[config.mk]
export PLATFORM = sky130hd
export DESIGN_NAME = i2c_target
export DESIGN_NICKNAME = d
export VERILOG_FILES = /design/src/rtl/i2c_target.sv
export SDC_FILE = /design/constraint.sdc
export NUM_CORES = 1
export LEC_CHECK = 0
export ABC_CLOCK_PERIOD_IN_PS = 4600
export CORE_MARGIN = 1
export CORE_UTILIZATION = 50
export CTS_BUF_LIST = sky130_fd_sc_hd__clkbuf_4 sky130_fd_sc_hd__clkbuf_8
export DETAILED_ROUTE_END_ITERATION = 6
export PLACE_DENSITY_LB_ADDON = 0.12
export SLEW_MARGIN = 20
export SYNTH_ARGS = -nofsm -noshare
export SYNTH_HDL_FRONTEND = slang
export SYNTH_SLANG_ARGS = --single-unit
[constraint.sdc]
create_clock -name clk_i -period 4.6 [get_ports clk_i]
set_input_delay 1.15 -clock clk_i [delete_from_list [all_inputs] [get_ports clk_i]]
set_output_delay 1.15 -clock clk_i [all_outputs]
set_load 0.02 [all_outputs]
[src/rtl/i2c_target.sv]
// ============================================================================
// Module   : i2c_target
// Purpose  : I2C target with 8-bit register pointer, write/read strobes, auto-increment.
//            Optional read path is built when I2C_TARGET_READ_EN is defined.
// Revision : 1.0 - initial release
// ============================================================================
`timescale 1ns/1ps
`default_nettype none

module i2c_target #(
  parameter logic [6:0]  TARGET_ADDR = 7'h40,
  parameter int unsigned SYNC_STAGES = 2
) (
  input  logic       clk_i,
  input  logic       rst_ni,
  input  logic       scl_i,
  input  logic       sda_i,
  output logic       sda_oe_o,
  output logic [7:0] reg_addr_o,
  output logic [7:0] reg_wdata_o,
  output logic       reg_wr_o,
  output logic       reg_rd_o,
  input  logic [7:0] reg_rdata_i,
  output logic       busy_o
);

  typedef enum logic [3:0] {
    S_IDLE      = 4'd0,
    S_ADDR      = 4'd1,
    S_ADDR_ACK  = 4'd2,
    S_REG       = 4'd3,
    S_REG_ACK   = 4'd4,
    S_WDATA     = 4'd5,
    S_WDATA_ACK = 4'd6,
    S_RDATA     = 4'd7,
    S_RDATA_ACK = 4'd8,
    S_IGNORE    = 4'd9
  } state_t;

  // Synchronizers reset to the idle-bus level so reset release creates no edges.
  logic [SYNC_STAGES-1:0] r_scl_sync, r_sda_sync;
  logic                   r_scl_hist, r_sda_hist;

  always_ff @(posedge clk_i or negedge rst_ni) begin
    if (!rst_ni) begin
      r_scl_sync <= '1;
      r_sda_sync <= '1;
      r_scl_hist <= 1'b1;
      r_sda_hist <= 1'b1;
    end else begin
      r_scl_sync <= {r_scl_sync[SYNC_STAGES-2:0], scl_i};
      r_sda_sync <= {r_sda_sync[SYNC_STAGES-2:0], sda_i};
      r_scl_hist <= r_scl_sync[SYNC_STAGES-1];
      r_sda_hist <= r_sda_sync[SYNC_STAGES-1];
    end
  end

  logic w_scl, w_sda, w_scl_rise, w_scl_fall, w_sda_rise, w_sda_fall, w_start, w_stop;
  assign w_scl      = r_scl_sync[SYNC_STAGES-1];
  assign w_sda      = r_sda_sync[SYNC_STAGES-1];
  assign w_scl_rise = w_scl & ~r_scl_hist;
  assign w_scl_fall = ~w_scl & r_scl_hist;
  assign w_sda_rise = w_sda & ~r_sda_hist;
  assign w_sda_fall = ~w_sda & r_sda_hist;
  // SCL must be steadily high; an SDA edge coinciding with an SCL edge is data.
  assign w_start    = w_sda_fall & w_scl & r_scl_hist;
  assign w_stop     = w_sda_rise & w_scl & r_scl_hist;

  state_t     r_state;
  logic [3:0] r_bit_cnt;
  logic [7:0] r_shift;
  logic [7:0] r_ptr;
  logic [7:0] r_wdata;
  logic       r_wr;
  logic       r_oe;
  logic       r_busy;
  logic       w_addr_ok;

`ifdef I2C_TARGET_READ_EN
  logic r_rd;
  logic r_rw;
  logic r_ack;
  assign w_addr_ok = (r_shift[7:1] == TARGET_ADDR);
  assign reg_rd_o  = r_rd;
`else
  logic w_unused_rdata;
  assign w_addr_ok      = (r_shift[7:1] == TARGET_ADDR) && !r_shift[0];
  assign reg_rd_o       = 1'b0;
  assign w_unused_rdata = ^reg_rdata_i;
`endif

  always_ff @(posedge clk_i or negedge rst_ni) begin
    if (!rst_ni) begin
      r_state   <= S_IDLE;
      r_bit_cnt <= 4'd0;
      r_shift   <= 8'h00;
      r_ptr     <= 8'h00;
      r_wdata   <= 8'h00;
      r_wr      <= 1'b0;
      r_oe      <= 1'b0;
      r_busy    <= 1'b0;
`ifdef I2C_TARGET_READ_EN
      r_rd      <= 1'b0;
      r_rw      <= 1'b0;
      r_ack     <= 1'b0;
`endif
    end else begin
      r_wr <= 1'b0;
`ifdef I2C_TARGET_READ_EN
      r_rd <= 1'b0;
`endif
      if (r_wr) r_ptr <= r_ptr + 8'd1;

      if (w_start) begin
        r_state   <= S_ADDR;
        r_bit_cnt <= 4'd0;
        r_oe      <= 1'b0;
      end else if (w_stop) begin
        r_state   <= S_IDLE;
        r_bit_cnt <= 4'd0;
        r_oe      <= 1'b0;
        r_busy    <= 1'b0;
      end else begin
        case (r_state)
          S_ADDR: begin
            if (w_scl_rise) begin
              r_shift   <= {r_shift[6:0], w_sda};
              r_bit_cnt <= r_bit_cnt + 4'd1;
            end else if (w_scl_fall && r_bit_cnt == 4'd8) begin
              r_bit_cnt <= 4'd0;
              if (w_addr_ok) begin
                r_oe    <= 1'b1;
                r_busy  <= 1'b1;
                r_state <= S_ADDR_ACK;
`ifdef I2C_TARGET_READ_EN
                r_rw    <= r_shift[0];
`endif
              end else begin
                r_busy  <= 1'b0;
                r_state <= S_IGNORE;
              end
            end
          end
          S_ADDR_ACK: begin
            if (w_scl_fall) begin
              r_bit_cnt <= 4'd0;
`ifdef I2C_TARGET_READ_EN
              if (r_rw) begin
                r_rd    <= 1'b1;
                r_state <= S_RDATA;
              end else
`endif
              begin
                r_oe    <= 1'b0;
                r_state <= S_REG;
              end
            end
          end
          S_REG: begin
            if (w_scl_rise) begin
              r_shift   <= {r_shift[6:0], w_sda};
              r_bit_cnt <= r_bit_cnt + 4'd1;
            end else if (w_scl_fall && r_bit_cnt == 4'd8) begin
              r_ptr     <= r_shift;
              r_oe      <= 1'b1;
              r_bit_cnt <= 4'd0;
              r_state   <= S_REG_ACK;
            end
          end
          S_REG_ACK, S_WDATA_ACK: begin
            if (w_scl_fall) begin
              r_oe    <= 1'b0;
              r_state <= S_WDATA;
            end
          end
          S_WDATA: begin
            if (w_scl_rise) begin
              r_shift   <= {r_shift[6:0], w_sda};
              r_bit_cnt <= r_bit_cnt + 4'd1;
              if (r_bit_cnt == 4'd7) begin
                r_wdata <= {r_shift[6:0], w_sda};
                r_wr    <= 1'b1;
              end
            end else if (w_scl_fall && r_bit_cnt == 4'd8) begin
              r_oe      <= 1'b1;
              r_bit_cnt <= 4'd0;
              r_state   <= S_WDATA_ACK;
            end
          end
`ifdef I2C_TARGET_READ_EN
          S_RDATA: begin
            // The strobe cycle is when reg_rdata_i is valid for the current pointer.
            if (r_rd) begin
              r_shift <= reg_rdata_i;
              r_oe    <= ~reg_rdata_i[7];
              r_ptr   <= r_ptr + 8'd1;
            end else if (w_scl_fall) begin
              if (r_bit_cnt == 4'd7) begin
                r_oe      <= 1'b0;
                r_bit_cnt <= 4'd0;
                r_state   <= S_RDATA_ACK;
              end else begin
                r_shift   <= {r_shift[6:0], 1'b0};
                r_oe      <= ~r_shift[6];
                r_bit_cnt <= r_bit_cnt + 4'd1;
              end
            end
          end
          S_RDATA_ACK: begin
            if (w_scl_rise) begin
              r_ack <= ~w_sda;
            end else if (w_scl_fall) begin
              if (r_ack) begin
                r_rd    <= 1'b1;
                r_state <= S_RDATA;
              end else begin
                r_busy  <= 1'b0;
                r_state <= S_IGNORE;
              end
            end
          end
`endif
          default: ;
        endcase
      end
    end
  end

  assign sda_oe_o    = r_oe;
  assign reg_addr_o  = r_ptr;
  assign reg_wdata_o = r_wdata;
  assign reg_wr_o    = r_wr;
  assign busy_o      = r_busy;

endmodule

`default_nettype wire

Word-level counts from Yosys, hierarchy flattened
Index checks and enable logic that the tools add are counted.
- equal/unequal tests: 23
- $add $sub $neg: 2
- reductions and logical operators: 18
- bitwise operators: 14
- mux-type cells: 43
- operators with widths (operator ; count):
    $mux W4 ; 16
    $mux W8 ; 6
    $ne A4 B4 Y1 const B ; 9
    $pmux W4 S5 ; 1
    $mux W1 ; 18
    $eq A4 B3 Y1 const B ; 4
    $reduce_and A9 Y1 ; 1
    $add A8 B1 Y8 const B ; 1
    $and A1 B1 Y1 ; 8
    $eq A4 B2 Y1 const B ; 2
    $ne A4 B1 Y1 const B ; 2
    $pmux W4 S2 ; 1
    $reduce_and A4 Y1 ; 2
    $eq A7 B7 Y1 const B ; 1
    $reduce_and A7 Y1 ; 1
    $reduce_bool A7 Y1 ; 1
    $not A1 Y1 ; 6
    $reduce_or A3 Y1 ; 2
    $ne A5 B1 Y1 const B ; 1
    $reduce_and A5 Y1 ; 1
    $reduce_bool A5 Y1 ; 1
    $add A4 B1 Y4 const B ; 1
    $eq A4 B1 Y1 const B ; 1
    $eq A4 B4 Y1 const B ; 1
    9 further kinds ; 12
- bits of input ports: 12
- register bits: 41
- word-level logic and storage cells: 112
- output and inout bits: 20

Depth between registers and ports, before layout
- word-level depth: 8
- depth in mapped cells: 8
- depth with buffers taken out: 7

Least setup slack after synthesis
OpenSTA, ideal clock, no wires.
- path type: reg-to-reg
- start point: register r_state[3]
- end point: register r_wdata[0], in the netlist reg_wdata_o[0]
- buffers on the path: 0
- data arrival time: 1.579 ns
- path slack: 2.896 ns
- data required time: 4.475 ns
- period minus slack after synthesis: 1.704 ns
- stages on the path, launching flop included: 5
- setup time: 0.125 ns
- cell sequence: dfrtp_1 -> and2b_2 -> nand2b_2 -> nor4_4 -> mux2_2
- word-level cells in the longest chain between the ends: 2
- RTL lines (element ; line ; source):
    from (decl) ; 69 ; state_t r_state;
    from (signal assigned) ; 94 ; r_state <= S_IDLE;
    from (signal assigned) ; 115 ; r_state <= S_ADDR;
    from (signal assigned) ; 119 ; r_state <= S_IDLE;
    $eq A4 B3 Y1 ; 124 ; case (r_state)
    $reduce_and A5 Y1 (no line) ; n/a ;
    to (signal assigned) ; 181 ; r_wdata <= {r_shift[6:0], w_sda};
    to (decl) ; 73 ; logic [7:0] r_wdata;
Every way passes these cells.
A chain may end at the register's enable or synchronous reset.

Worst setup path after layout
- start point: register r_wr, in the netlist reg_wr_o
- end point: output port reg_wr_o
- RTL lines (element ; line ; source):
    from (decl) ; 74 ; logic r_wr;
    from (signal assigned) ; 99 ; r_wr <= 1'b0;
    from (signal assigned) ; 108 ; r_wr <= 1'b0;
    from (signal assigned) ; 182 ; r_wr <= 1'b1;
    to (decl) ; 21 ; output logic reg_wr_o,
No word-level cell between the ends.

==> flow_metrics.py <==
metrics = {
    "critical_path": {
        "worstPathCellList": "clkdlybuf4s50_1",
        "r2r_cells": 6,
        "critPathBufInv": 1,
        "endpoint": "reg_wr_o",
        "rrSetupSlack_ps": 2520,
        "worstSetupEndpointType": "primary output",
        "critPathSlowestCell": "clkdlybuf4s50_1",
        "cp_slowest_stage_delay_ps": 640,
        "timing.rr.end": "reg_addr_o[1]",
        "crit_type": "reg2out",
        "r2r_start": "r_bit_cnt[0]",
        "crit_required_ps": 3450,
        "critPathTopFamily": "buffers and inverters",
        "cp.depth": 1,
        "path_max_fanout": 6,
        "worstSetupStartpoint": "reg_wr_o",
        "start_kind": "flip-flop",
        "worstPathArrival_ps": 1380,
    },
    "die": {
        "placementRows": 22,
        "io_pins": 32,
        "die_w_um": 64.1,
        "core-area_um2": 3690,
        "dieArea_um2": 4110,
        "die_h_um": 64.1,
        "initial_core_util_pct": 52.3,
    },
    "grt": {
        "grt_pass1_wl_um": 6720,
        "track_usage_pct": 21.8,
        "overflow": 0,
        "antenna_found_initial": 0,
        "grt_start_max_net_pins": 42,
        "grt_pass1_vias": 1439,
    },
    "detailed_routing": {
        "totalWireLength_um": 3740,
        "vias": 1363,
        "ant_nets": 0,
        "via_per_inst": 5.56,
        "first_iter_violations": 44,
        "wl_per_cell_um": 15.3,
        "drt_pass1_iterations": 4,
        "drc": 0,
    },
    "logic_synthesis": {
        "ys_ff_latch": 41,
        "synth.avg_cell_area_um2": 11.2,
        "synth-simple-area-share_pct": 17.9,
        "ys_top_cells_by_area": "dfrtp_1 45%, mux2_2 11%, dfstp_2 8.2%, nand2_1 4.5%, o21ai_0 3.1%",
        "syn_area_um2": 1930,
        "synth-adder-area-share_pct": 1.95,
        "yosysTopAreaCellShare_pct": 45.4,
        "synth.distinct_cells": 42,
        "synth_top_family_by_area": "simple AND/OR/NAND/NOR gates",
        "synth_compound_area_share_pct": 9.28,
        "synth-edff-count": 0,
        "ys.flop_type": "dfrtp_1",
        "synthCells": 172,
        "synthXorXnorAreaFrac_pct": 3.63,
        "synthMuxAreaShare_pct": 11.6,
        "async_reset_ff_share_pct": 100,
        "yosys_warnings": 0,
        "yosysSeqAreaShare_pct": 53.6,
        "yosys.area.top_type": "dfrtp_1",
        "syn-num-nets": 187,
    },
    "run_status": {
        "status": "finished clean",
    },
    "pwr": {
        "netSwitchingFraction_pct": 26.6,
        "p_leak_uw": 0.00101,
        "p_comb_share_pct": 14.1,
        "p_int_uw": 668,
        "pwr-share-seq_pct": 48.3,
        "power.total_uw": 909,
        "power.density_nw_per_um2": 393,
        "power.net_switching_uw": 242,
        "p_clk_share_pct": 37.5,
        "vdd_ir_drop_max_mv": 0.266,
    },
    "sta": {
        "fin_crit_ps": 2530,
        "relSlewSlack_pct": 41.2,
        "rsz0062_at_grt": "no",
        "fmax_mhz": 395,
        "clock-skew-final_ps": 4.63,
        "min_period_over_period_pct": 55.1,
        "whs_ps": 358,
        "hold_violations": 0,
        "setup_viol": 0,
        "drv_slew": 0,
        "tightest_slew_ps": 882,
        "setup_tns_ps": 0,
    },
    "clocking": {
        "hold_buffers": 0,
        "clock_sinks": 41,
        "clkTransAtPathRegs_ps": 80,
        "cts_buffers": 5,
        "htreeDepth": 2,
        "clock_latency_ps": 290,
        "cts_tree": "yes",
        "cts_setup_buffers": 0,
        "ctsResizeCount": 0,
        "clockRootBuffer": "clkbuf_8",
        "clockBufferDepth": 2,
    },
    "cells_and_area": {
        "antennaDiodeCount": 0,
        "fin_cells": 245,
        "mostFrequentLayoutCells": "35 x dfrtp_1, 23 x nand2_1, 21 x clkdlybuf4s50_1, 18 x mux2_2",
        "final_common_cell": "dfrtp_1",
        "drive_above_1_share_pct": 20.8,
        "nets": 211,
        "n_fill_cell": 323,
        "final_util_pct": 62.7,
        "area_delta_synth_final_pct": 19.9,
    },
    "hold_path": {
        "holdCritPathClass": "reg2reg",
    },
    "placed_design": {
        "hpwl_um": 2560,
        "placed_cells": 237,
        "io_buffers": 22,
        "gp_congestion": 0.844,
    },
    "job": {
        "maxCapViolations": 0,
    },
}
[cells in the mapped netlist, types with 2 or more instances]
cell,count
nor2_1,12
dfrtp_1,35
nand2_1,23
a21oi_1,2
mux2i_1,2
nand3_1,4
nor4_1,2
nand4_1,2
clkbuf_1,2
nand2b_1,8
a22o_1,2
mux2_2,18
buf_2,2
or3_1,2
inv_1,3
a31oi_1,2
ha_1,3
o31ai_1,2
xor2_1,5
o21ai_0,12
dfstp_2,6
xnor2_1,3
[stage by stage]
step	cell area [um2]	setup WS (ps)
6_report	2310	2070
3_5_place_dp	2180	2380
2_1_floorplan	1930	2900
4_1_cts	2310	2050
5_1_grt	2310	1990
3_3_place_gp	2180	2390
[layer usage]
metal	wire [um]	vias up	global-route usage (%)
met5	0	-	0
li1	-	646	-
met4	44	0	8.06
met3	165	4	5.36
met2	1770	45	34.3
met1	1770	668	29.2
[cells by family (layout without fill, tap and decap cells)]
family	after synthesis	after routing
other	1	1
XOR/XNOR	8	8
flip-flops	41	41
adder cells (fa/ha/maj)	3	3
multiplexers	20	20
buffers and inverters	8	33
AO/OA/AOI/OAI	27	27
AND/OR/NAND/NOR	64	64
[cell type report]
cell class | count | area [um2] | share of cell area (%)
multi-input cells | 123 | 858 | 37.1
repair buffers | 22 | 215 | 9.31
clock inverters | 3 | 65.1 | 2.81
flip-flops and latches | 41 | 1030 | 44.7
clock buffers | 5 | 68.8 | 2.98
well taps | 48 | 60.1 | 2.60
inverters | 3 | 11.3 | 0.487
[worst min path at each step]
stage | from | to | cells after the start
floorplan | r_scl_sync[0] | r_scl_sync[1] | 0
global placement | r_scl_sync[0] | r_scl_sync[1] | 0
detailed placement | r_scl_sync[0] | r_scl_sync[1] | 0
CTS | r_scl_sync[0] | r_scl_sync[1] | 0
global route | r_sda_sync[0] | r_sda_sync[1] | 0
finish | r_scl_sync[0] | r_scl_sync[1] | 0
[power groups by stage]
| stage | sequential (uW) | clock, uW | combinational (uW) |
|---|---|---|---|
| after floorplan | 428 | 0 | 100 |
| after global placement | 439 | 0 | 120 |
| after detailed placement | 445 | 0 | 127 |
| after CTS | 438 | 346 | 129 |
| after global routing | 446 | 366 | 144 |
| final | 440 | 341 | 128 |
[state kept, by name, indices dropped and copies added, names as in the netlist]
name,cells
r_sda_hist,1
sda_oe_o,1
r_shift,8
r_bit_cnt,4
reg_wdata_o,8
r_scl_hist,1
r_sda_sync,2
r_scl_sync,2
reg_addr_o,8
reg_wr_o,1
busy_o,1
r_state,4
No activity file was read; power rests on OpenSTA's default activity.
